$ cat src/rtl/ps2_device_tx_if.sv
// Byte-push handshake into the PS/2 device transmitter.
// A byte is transferred on a rising clk edge where tx_valid && tx_ready;
// tx_valid while tx_ready is low is ignored (no overwrite, no retry memory).
interface ps2_device_tx_if;
    logic [7:0] tx_data;
    logic       tx_valid;
    logic       tx_ready;

    modport master (output tx_data, output tx_valid, input tx_ready);
    modport slave  (input tx_data, input tx_valid, output tx_ready);
endinterface

$ cat src/rtl/ps2_device_tx.sv
// PS/2 device-side transmitter: 4-entry byte FIFO feeding an 11-bit frame
// generator (start, 8 data LSB first, odd parity, stop). The device drives
// the PS/2 clock; the host may inhibit by holding the clock line low.
module ps2_device_tx #(
    parameter int HALF_PERIOD = 2500,
    parameter int GAP_CYCLES  = 5000
) (
    input  logic           clk,
    input  logic           resetn,
    ps2_device_tx_if.slave tx_if,
    input  logic           ps2_clk_in,
    output logic           ps2_clk_o,
    output logic           ps2_data_o,
    output logic           busy,
    output logic           frame_done,
    output logic           frame_abort,
    output logic [1:0]     dbg_state
);

    localparam logic [15:0] HP_LAST  = 16'(HALF_PERIOD - 1);
    localparam logic [15:0] GAP_LAST = 16'(GAP_CYCLES - 1);

    typedef enum logic [1:0] {
        S_IDLE     = 2'd0,
        S_BIT_HIGH = 2'd1,
        S_BIT_LOW  = 2'd2,
        S_GAP      = 2'd3
    } state_t;

    state_t      r_state;
    logic [15:0] r_cnt;
    logic [3:0]  r_idx;
    logic [7:0]  r_byte;
    logic        r_ps2_clk;
    logic        r_ps2_data;
    logic        r_done;
    logic        r_abort;

    logic        r_clk_meta;
    logic        r_clk_s;

    logic [7:0]  r_mem [4];
    logic [1:0]  r_wr_ptr;
    logic [1:0]  r_rd_ptr;
    logic [2:0]  r_count;
    logic        r_nempty;

    logic        w_ready;
    logic        w_push;
    logic        w_pop;
    logic        w_half_end;
    logic        w_gap_end;
    logic [3:0]  w_next_idx;
    logic [10:0] w_frame;

    assign w_ready    = (r_count != 3'd4);
    assign w_push     = tx_if.tx_valid && w_ready;
    assign w_half_end = (r_cnt == HP_LAST);
    assign w_gap_end  = (r_cnt == GAP_LAST);
    // The head byte leaves the FIFO only when its stop bit has completed.
    assign w_pop      = (r_state == S_BIT_LOW) && w_half_end && (r_idx == 4'd10);
    assign w_next_idx = r_idx + 4'd1;
    assign w_frame    = {1'b1, ~^r_byte, r_byte, 1'b0};

    assign tx_if.tx_ready = w_ready;
    assign ps2_clk_o      = r_ps2_clk;
    assign ps2_data_o     = r_ps2_data;
    assign frame_done     = r_done;
    assign frame_abort    = r_abort;
    assign busy           = (r_state == S_BIT_HIGH) || (r_state == S_BIT_LOW);
    assign dbg_state      = r_state;

    // Two-flop synchronizer for the asynchronous sensed clock line.
    always_ff @(posedge clk) begin
        if (!resetn) begin
            r_clk_meta <= 1'b1;
            r_clk_s    <= 1'b1;
        end else begin
            r_clk_meta <= ps2_clk_in;
            r_clk_s    <= r_clk_meta;
        end
    end

    // FIFO storage; contents need no reset because occupancy gates every read.
    always_ff @(posedge clk) begin
        if (w_push) begin
            r_mem[r_wr_ptr] <= tx_if.tx_data;
        end
    end

    // FIFO pointers and occupancy; r_nempty is a registered copy so a fresh
    // byte starts its frame two edges after the push.
    always_ff @(posedge clk) begin
        if (!resetn) begin
            r_wr_ptr <= 2'd0;
            r_rd_ptr <= 2'd0;
            r_count  <= 3'd0;
            r_nempty <= 1'b0;
        end else begin
            if (w_push) begin
                r_wr_ptr <= r_wr_ptr + 2'd1;
            end
            if (w_pop) begin
                r_rd_ptr <= r_rd_ptr + 2'd1;
            end
            case ({w_push, w_pop})
                2'b10:   r_count <= r_count + 3'd1;
                2'b01:   r_count <= r_count - 3'd1;
                default: r_count <= r_count;
            endcase
            r_nempty <= (r_count != 3'd0);
        end
    end

    // Frame FSM with registered line levels and completion/abort pulses.
    always_ff @(posedge clk) begin
        if (!resetn) begin
            r_state    <= S_IDLE;
            r_cnt      <= 16'd0;
            r_idx      <= 4'd0;
            r_byte     <= 8'd0;
            r_ps2_clk  <= 1'b1;
            r_ps2_data <= 1'b1;
            r_done     <= 1'b0;
            r_abort    <= 1'b0;
        end else begin
            r_done  <= 1'b0;
            r_abort <= 1'b0;
            case (r_state)
                S_IDLE: begin
                    if (r_nempty && r_clk_s) begin
                        r_state    <= S_BIT_HIGH;
                        r_cnt      <= 16'd0;
                        r_idx      <= 4'd0;
                        r_byte     <= r_mem[r_rd_ptr];
                        r_ps2_clk  <= 1'b1;
                        r_ps2_data <= 1'b0;
                    end
                end
                S_BIT_HIGH: begin
                    // Host inhibit aborts unless we are already on the stop bit.
                    if (!r_clk_s && (r_idx <= 4'd9)) begin
                        r_state    <= S_GAP;
                        r_cnt      <= 16'd0;
                        r_ps2_clk  <= 1'b1;
                        r_ps2_data <= 1'b1;
                        r_abort    <= 1'b1;
                    end else if (w_half_end) begin
                        r_state   <= S_BIT_LOW;
                        r_cnt     <= 16'd0;
                        r_ps2_clk <= 1'b0;
                    end else begin
                        r_cnt <= r_cnt + 16'd1;
                    end
                end
                S_BIT_LOW: begin
                    if (w_half_end) begin
                        r_cnt     <= 16'd0;
                        r_ps2_clk <= 1'b1;
                        if (r_idx == 4'd10) begin
                            r_state    <= S_GAP;
                            r_ps2_data <= 1'b1;
                            r_done     <= 1'b1;
                        end else begin
                            r_state    <= S_BIT_HIGH;
                            r_idx      <= w_next_idx;
                            r_ps2_data <= w_frame[w_next_idx];
                        end
                    end else begin
                        r_cnt <= r_cnt + 16'd1;
                    end
                end
                S_GAP: begin
                    if (w_gap_end) begin
                        r_state <= S_IDLE;
                        r_cnt   <= 16'd0;
                    end else begin
                        r_cnt <= r_cnt + 16'd1;
                    end
                end
                default: begin
                    r_state <= S_IDLE;
                    r_cnt   <= 16'd0;
                end
            endcase
        end
    end

endmodule

$ cat src/flat_wrapper.sv
// flat-port wrapper written by rule: the top's interface ports become plain ports
module ps2_device_tx_flat 
#(
    parameter int HALF_PERIOD = 2500,
    parameter int GAP_CYCLES  = 5000
)
  (clk, resetn, ps2_clk_in, ps2_clk_o, ps2_data_o, busy, frame_done, frame_abort, dbg_state, tx_if_tx_data, tx_if_tx_valid, tx_if_tx_ready);
  ps2_device_tx_if tx_if_i ();
  input  logic clk;
  input  logic resetn;
  input  logic ps2_clk_in;
  output logic ps2_clk_o;
  output logic ps2_data_o;
  output logic busy;
  output logic frame_done;
  output logic frame_abort;
  output logic [1:0] dbg_state;
  input wire logic [$bits(tx_if_i.tx_data)-1:0] tx_if_tx_data;
  input wire logic [$bits(tx_if_i.tx_valid)-1:0] tx_if_tx_valid;
  output wire logic [$bits(tx_if_i.tx_ready)-1:0] tx_if_tx_ready;
  assign tx_if_i.tx_data = tx_if_tx_data;
  assign tx_if_i.tx_valid = tx_if_tx_valid;
  assign tx_if_tx_ready = tx_if_i.tx_ready;
  ps2_device_tx #(.HALF_PERIOD(HALF_PERIOD), .GAP_CYCLES(GAP_CYCLES)) u_core (.clk(clk), .resetn(resetn), .tx_if(tx_if_i), .ps2_clk_in(ps2_clk_in), .ps2_clk_o(ps2_clk_o), .ps2_data_o(ps2_data_o), .busy(busy), .frame_done(frame_done), .frame_abort(frame_abort), .dbg_state(dbg_state));
endmodule
$ cat config.mk
export PLATFORM = sky130hd
export DESIGN_NAME = ps2_device_tx_flat
export DESIGN_NICKNAME = d
export VERILOG_FILES = /design/src/rtl/ps2_device_tx_if.sv /design/src/rtl/ps2_device_tx.sv /design/src/flat_wrapper.sv
export SDC_FILE = /design/constraint.sdc
export NUM_CORES = 1
export LEC_CHECK = 0
export CAP_MARGIN = 15
export CORE_MARGIN = 2
export CORE_UTILIZATION = 64
export DETAILED_ROUTE_END_ITERATION = 8
export PLACE_DENSITY = 0.93
export SLEW_MARGIN = 40
export SYNTH_ARGS = -nofsm -noshare
export SYNTH_HDL_FRONTEND = slang
export SYNTH_SLANG_ARGS = --single-unit
$ cat constraint.sdc
create_clock -name clk -period 5.8 [get_ports clk]
set_clock_uncertainty 0.2 [all_clocks]
set_input_delay 1.74 -clock clk [delete_from_list [all_inputs] [get_ports clk]]
set_output_delay 1.74 -clock clk [all_outputs]
set_load 0.005 [all_outputs]
==> results of run 1 <==
synthesized netlist by cell type (3+ instances only):
cell type	count	share of area, %
inv_1	15	1.5
nor2_1	10	1.0
nor3_1	4	0.54
mux2i_1	5	1.4
dfxtp_1	44	24
and4_1	4	0.95
xor2_1	5	1.2
o311ai_0	3	0.71
o21ai_0	13	1.8
nand2b_1	3	0.51
nand3_1	9	1.2
nand4_1	8	1.4
xnor2_1	14	3.3
ha_1	15	5.1
and2_1	8	1.4
and3_1	8	1.4
mux4_2	9	5.5
edfxtp_1	32	26
buf_2	3	0.41
o211ai_1	3	0.61
buf_6	3	0.91
clkbuf_1	5	0.51
nor2b_1	6	1.0
a21boi_0	14	2.8
a31oi_1	6	1.0
nand2_1	48	4.9
a211oi_1	4	0.81
area by class of cell:
cell class              count  area, sq um  share of cell area, %
flip-flops and latches     76         1840                   44.5
multi-input cells         234         1740                   41.9
repair buffers             21          205                   4.95
clock buffers               9          124                   2.99
well taps                  72         90.1                   2.18
clock inverters             7         88.8                   2.15
inverters                  15         56.3                   1.36
worst max-delay path by stage:
| stage | startpoint | end | cells after the start |
|---|---|---|---|
| after detailed placement | resetn | u_core.r_cnt[15] | 5 |
| after global placement | resetn | u_core.r_cnt[4] | 5 |
| after global routing | resetn | u_core.r_cnt[4] | 5 |
| after CTS | u_core.dbg_state[1] | busy | 3 |
| final | resetn | u_core.r_cnt[2] | 5 |
| after floorplan | tx_if_tx_valid | u_core.r_count[2] | 7 |
cell families after synthesis:
group                      after synthesis  synth area share (%)
xor gates and xnor gates                19                  4.49
DFF                                     76                  49.7
adders and majority gates               16                  5.61
muxes                                   14                  6.82
buffers and inverters                   27                  3.44
and+or+nand+nor                        122                  18.0
AOI/OAI and AO/OA                       63                  12.0
routing by layer:
metal  wire length [microns]  vias to the layer above  track usage [%]
li1                        -                     1274                -
met1                    2940                     1283             30.6
met2                    3620                       94             42.7
met3                     440                       12             6.18
met4                      88                        0             8.47
met5                       0                        -                0
flip-flops by register name (all words and copies together) (netlist names):
name	count
u_core.dbg_state	2
u_core.frame_abort	1
u_core.frame_done	1
u_core.ps2_clk_o	1
u_core.ps2_data_o	1
u_core.r_byte	8
u_core.r_clk_meta	1
u_core.r_clk_s	1
u_core.r_cnt	16
u_core.r_count	3
u_core.r_idx	4
u_core.r_mem	32
u_core.r_nempty	1
u_core.r_rd_ptr	2
u_core.r_wr_ptr	2
per-stage QoR:
stage	util [%]	instances
after CTS	74.8	434
after detailed placement	70.9	418
after floorplan	-	337
final	74.8	434
after global placement	70.9	418
after global routing	74.8	434
power by group through the flow:
stage / Clock [mW] / Sequential, mW / Combinational, mW
global placement: 0 / 0.615 / 0.198
detailed placement: 0 / 0.618 / 0.205
floorplan: 0 / 0.613 / 0.151
global route: 0.461 / 0.609 / 0.232
finish: 0.432 / 0.605 / 0.206
CTS: 0.436 / 0.606 / 0.207
critical path, cell delays in order:
cell,delay (ns)
clkdlybuf4s50_1,0.84
buf_4,0.30
and2_0,0.62
a31oi_1,0.12
mux2i_1,0.17
==> flow_metrics.tcl, run 1 <==
set metrics [dict create \
    syn-mean-instance-area_sq_um 11.0 \
    synthDistinctLibCells 55 \
    wire_per_inst_microns 16.3 \
    cp.arrival_ns 3.79 \
    final_common_cell "nand2_1" \
    final_cell_mix "nand2_1 (48), dfxtp_1 (44), edfxtp_1 (32)" \
    grt_overflow 0 \
    ir_worst_vdd_mv 0.221 \
    pre_cts_slack_ns 1.73 \
    post_cts_buffers 0 \
    synth-async-reset-ratio_pct 0 \
    synthCells 337 \
    p_clk_share_pct 34.7 \
    finalNetCount 385 \
    power_mw 1.24 \
    fp-row-count 27 \
    fin_setup_tns_ns 0 \
    syn_nets 365 \
    cts_tree "yes" \
    relSlewSlack_pct 51.5 \
    first_pass_iters 8 \
    clock.fmax_mhz 269 \
    area_growth_pct 11.8 \
    r2r-end "u_core.r_cnt[15]" \
    vias_per_cell 6.14 \
    drt-total-wl_mm 7.09 \
    power.internal_mw 0.884 \
    clkLatencyLatePin_ns 0.35 \
    cts_buffers 9 \
    reg2regPathDepth 7 \
    grt_util_all_layers_pct 24.9 \
    core_area_sq_um 5540 \
    tightestPinTransition_ns 0.727 \
    route.detailed.drc 0 \
    critPathRequiredTime_ns 5.88 \
    p_per_area_nw_per_um2 300 \
    reg2reg_slack_ns 2.77 \
    fin_crit_sh_pct 64.0 \
    ys_warn_count 0 \
    die-area_sq_um 6410 \
    hold_buffers 0 \
    reg2reg_from "u_core.r_idx[0]" \
    layout-drive-gt1-share_pct 9.12 \
    power_frac_comb_pct 16.6 \
    start_kind "input pin" \
    dieWidth_microns 80.1 \
    dp_hpwl_mm 4.95 \
    finalMaxSlewViolations 0 \
    insertedDiodeCount 0 \
    crit_type "input pin to flip-flop" \
    ys_seq_elements 76 \
    hold_path.class "flip-flop to flip-flop" \
    portBuffers 19 \
    rsz0062_at_grt "false" \
    cts_sinks 76 \
    vias 2663 \
    clockBufferDepth 2 \
    grt_pass1_wl_mm 12.2 \
    synthFlopType "dfxtp_1" \
    cts-root-buf "clkbuf_8" \
    p_leak_nw 1.40 \
    sw_frac_of_total_pct 29.0 \
    cts_resized 0 \
    placed_area_sq_um 3930 \
    place.gp.congestion 0.907 \
    hold_depth 1 \
    fill_cells 363 \
    drv_cap 0 \
    syn_area_sq_um 3700 \
    period_minus_slack_ns 3.71 \
    seq_power_share_pct 48.7 \
    setup_viol 0 \
    grt_pass1_vias 2690 \
    ctsHtreeMaxLevel 3 \
    outcome "completed" \
    path_max_fanout 20 \
    hold_violations 0 \
    postRouteAntennaNets 0 \
    io_pins 20 \
    ys_seq_area_share_pct 49.7 \
    worstHoldStart "u_core.r_clk_meta" \
    initial_core_util_pct 66.9 \
    cts.reportedPaths.clkPinSlew_ns 0.09 \
    first_iter_violations 324 \
    synth_edf_count 32 \
    hold_end "u_core.r_clk_s" \
    whs_ns 0.250 \
    die_height_microns 80.1 \
    antenna_found_initial 0 \
    design_area_sq_um 4140 \
    layout_setup_ws_ns 2.09 \
    grt_max_degree 22 \
    p_switching_mw 0.360 \
    setup.worst_path.end_class "flip-flop" \
]
Power figures use the tool's default switching activity.
==> run 2: changes to the inputs <==
--- a/config.mk
+++ b/config.mk
@@ -7,9 +7,9 @@
 export LEC_CHECK = 0
 export CAP_MARGIN = 15
 export CORE_MARGIN = 2
-export CORE_UTILIZATION = 64
+export CORE_UTILIZATION = 59
 export DETAILED_ROUTE_END_ITERATION = 8
-export PLACE_DENSITY = 0.93
+export PLACE_DENSITY = 0.88
 export SLEW_MARGIN = 40
 export SYNTH_ARGS = -nofsm -noshare
 export SYNTH_HDL_FRONTEND = slang
==> constraint.sdc (replaced) <==
create_clock -name clk -period 3.7 [get_ports clk]
set_clock_uncertainty 0.2 [all_clocks]
set_input_delay 1.11 -clock clk [delete_from_list [all_inputs] [get_ports clk]]
set_output_delay 1.11 -clock clk [all_outputs]
set_load 0.005 [all_outputs]
==> run 2 against run 1 <==
Against the previous run:
- setup slack worse by 1.5 ns
- global-route usage is 2.9 points lower
- die area grew 8.0%
- critical path depth fell by 2
- sequential share of layout area is 0.37 points higher
- routed wire length down 2.3%
- worst hold slack worse by 0.015 ns
- combinational power rose by 59%
- clock power increased by 33%
- core utilization fell by 6.2 points
- non-clock buffer count is the same
- final cell count increased by 0.69%
==> flow_metrics.tcl, run 2 (synthesis gave the netlist of run 1 again) <==
set metrics [dict create \
    final_util_pct 68.6 \
    reg2reg_from "u_core.r_idx[0]" \
    dieWidth_microns 83.2 \
    clock.fmax_mhz 319 \
    grt_overflow 0 \
    fin_crit_sh_pct 84.7 \
    die-area_sq_um 6930 \
    outcome "completed" \
    fill_cells 433 \
    die_height_microns 83.2 \
    final_common_cell "nand2_1" \
    hold_buffers 0 \
    p_per_area_nw_per_um2 450 \
    core_area_sq_um 5990 \
    drv_cap 0 \
    portBuffers 19 \
    cp_slowest_cell "clkdlybuf4s50_1" \
    clockBufferDepth 2 \
    regArea_sq_um 1840 \
    hold_violations 0 \
    fp-row-count 28 \
    cts-root-buf "clkbuf_8" \
    grt_max_degree 33 \
    layout-drive-gt1-share_pct 8.84 \
    hold_path.class "flip-flop to flip-flop" \
    worstPathCellList "inv_1, ha_1, clkdlybuf4s50_1" \
    grt_pass1_vias 2517 \
    cts_buffers 9 \
    worstHoldStart "u_core.r_clk_meta" \
    multi_input_area_sq_um 1740 \
    drt-total-wl_mm 6.92 \
    reg.largest.list "u_core.r_mem x32, u_core.r_cnt x16, u_core.r_byte x8" \
    area_growth_pct 10.9 \
    largest_register "u_core.r_mem" \
    post_cts_buffers 0 \
    hold_depth 1 \
    cts_sinks 76 \
    vias 2608 \
    critPathRequiredTime_ns 2.39 \
    grt_pass1_wl_mm 12.0 \
    reg2regPathDepth 7 \
    period_minus_slack_ns 3.13 \
    cts_tree "yes" \
    relSlewSlack_pct 49.6 \
    start_kind "flip-flop" \
    ctsHtreeMaxLevel 3 \
    final_cell_mix "nand2_1 (48), dfxtp_1 (44), edfxtp_1 (32)" \
    first_pass_iters 5 \
    finalMaxSlewViolations 0 \
    ir_worst_vdd_mv 0.345 \
    setup.worst_path.end_class "output port" \
    rsz0062_at_grt "false" \
    place.gp.congestion 0.872 \
    timing.critical_path.slowest_cell_delay_ns 0.51 \
    first_iter_violations 189 \
    path_max_fanout 8 \
    dp_hpwl_mm 4.81 \
    setup_viol 0 \
    grt_util_all_layers_pct 22.0 \
    initial_core_util_pct 61.8 \
    clkLatencyLatePin_ns 0.35 \
    route.detailed.drc 0 \
    layout_setup_ws_ns 0.566 \
    antenna_found_initial 0 \
    fin_setup_tns_ns 0 \
    postRouteAntennaNets 0 \
    cp.arrival_ns 1.82 \
    cts.reportedPaths.clkPinSlew_ns 0.08 \
    p_leak_nw 1.38 \
    tightestPinTransition_ns 0.756 \
    io_pins 20 \
    crit_type "flip-flop to output port" \
    pre_cts_slack_ns 0.271 \
    largest_register_ffs 32 \
    wire_per_inst_microns 15.8 \
    power_mw 1.85 \
    insertedDiodeCount 0 \
    cts_resized 0 \
    startpoint "u_core.dbg_state[1]" \
    finalNetCount 385 \
    vias_per_cell 5.97 \
]
## run 2: changes by cell type in the layout (fill, tap and decap cells not counted), sizes merged
cell / delta
clkinv: +2
inv: -2
bufinv: -1
clkbuf: +1
## run 2: metrics by stage
stage | cells | hold slack, ns | area (sq um)
after floorplan | 337 | 0.186 | 3700
after global placement | 421 | 0.199 | 3930
after detailed placement | 421 | 0.221 | 3930
after CTS | 437 | 0.238 | 4110
after global routing | 437 | 0.263 | 4110
final | 437 | 0.235 | 4110
## run 2: final cells by class
type                    count  share of cell area, %
flip-flops and latches     76                   44.8
clock buffers              10                   3.11
inverters                  15                   1.37
multi-input cells         234                   42.2
clock inverters             6                   1.16
well taps                  75                   2.28
repair buffers             21                   5.00
## run 2: critical path, delay by kind of cell (launching register included)
| family | cells | cell delay [ns] |
|---|---|---|
| DFF | 1 | 0.48 |
| adders and majority gates | 1 | 0.35 |
| buffers and inverters | 2 | 0.63 |
## run 2: worst paths after layout
check | to | slack, ns
max | busy | 0.57
min | u_core.r_clk_s | 0.23
max reg2reg | u_core.r_cnt[13] | 0.69
min reg2reg | u_core.r_clk_s | 0.23
## run 2: routing by layer
| layer | vias to the layer above | part of all wire (%) | GRT usage, % |
|---|---|---|---|
| li1 | 1275 | - | - |
| met1 | 1246 | 43 | 27.3 |
| met2 | 76 | 50 | 36.3 |
| met3 | 11 | 5.2 | 6.46 |
| met4 | 0 | 1.7 | 8.20 |
| met5 | - | 0 | 0 |
## run 2: power by group
part	switching (mW)	internal (mW)	total, mW
combinational	0.190	0.137	0.328
clock	0.322	0.251	0.573
sequential	0.0308	0.917	0.948
total	0.543	1.31	1.85
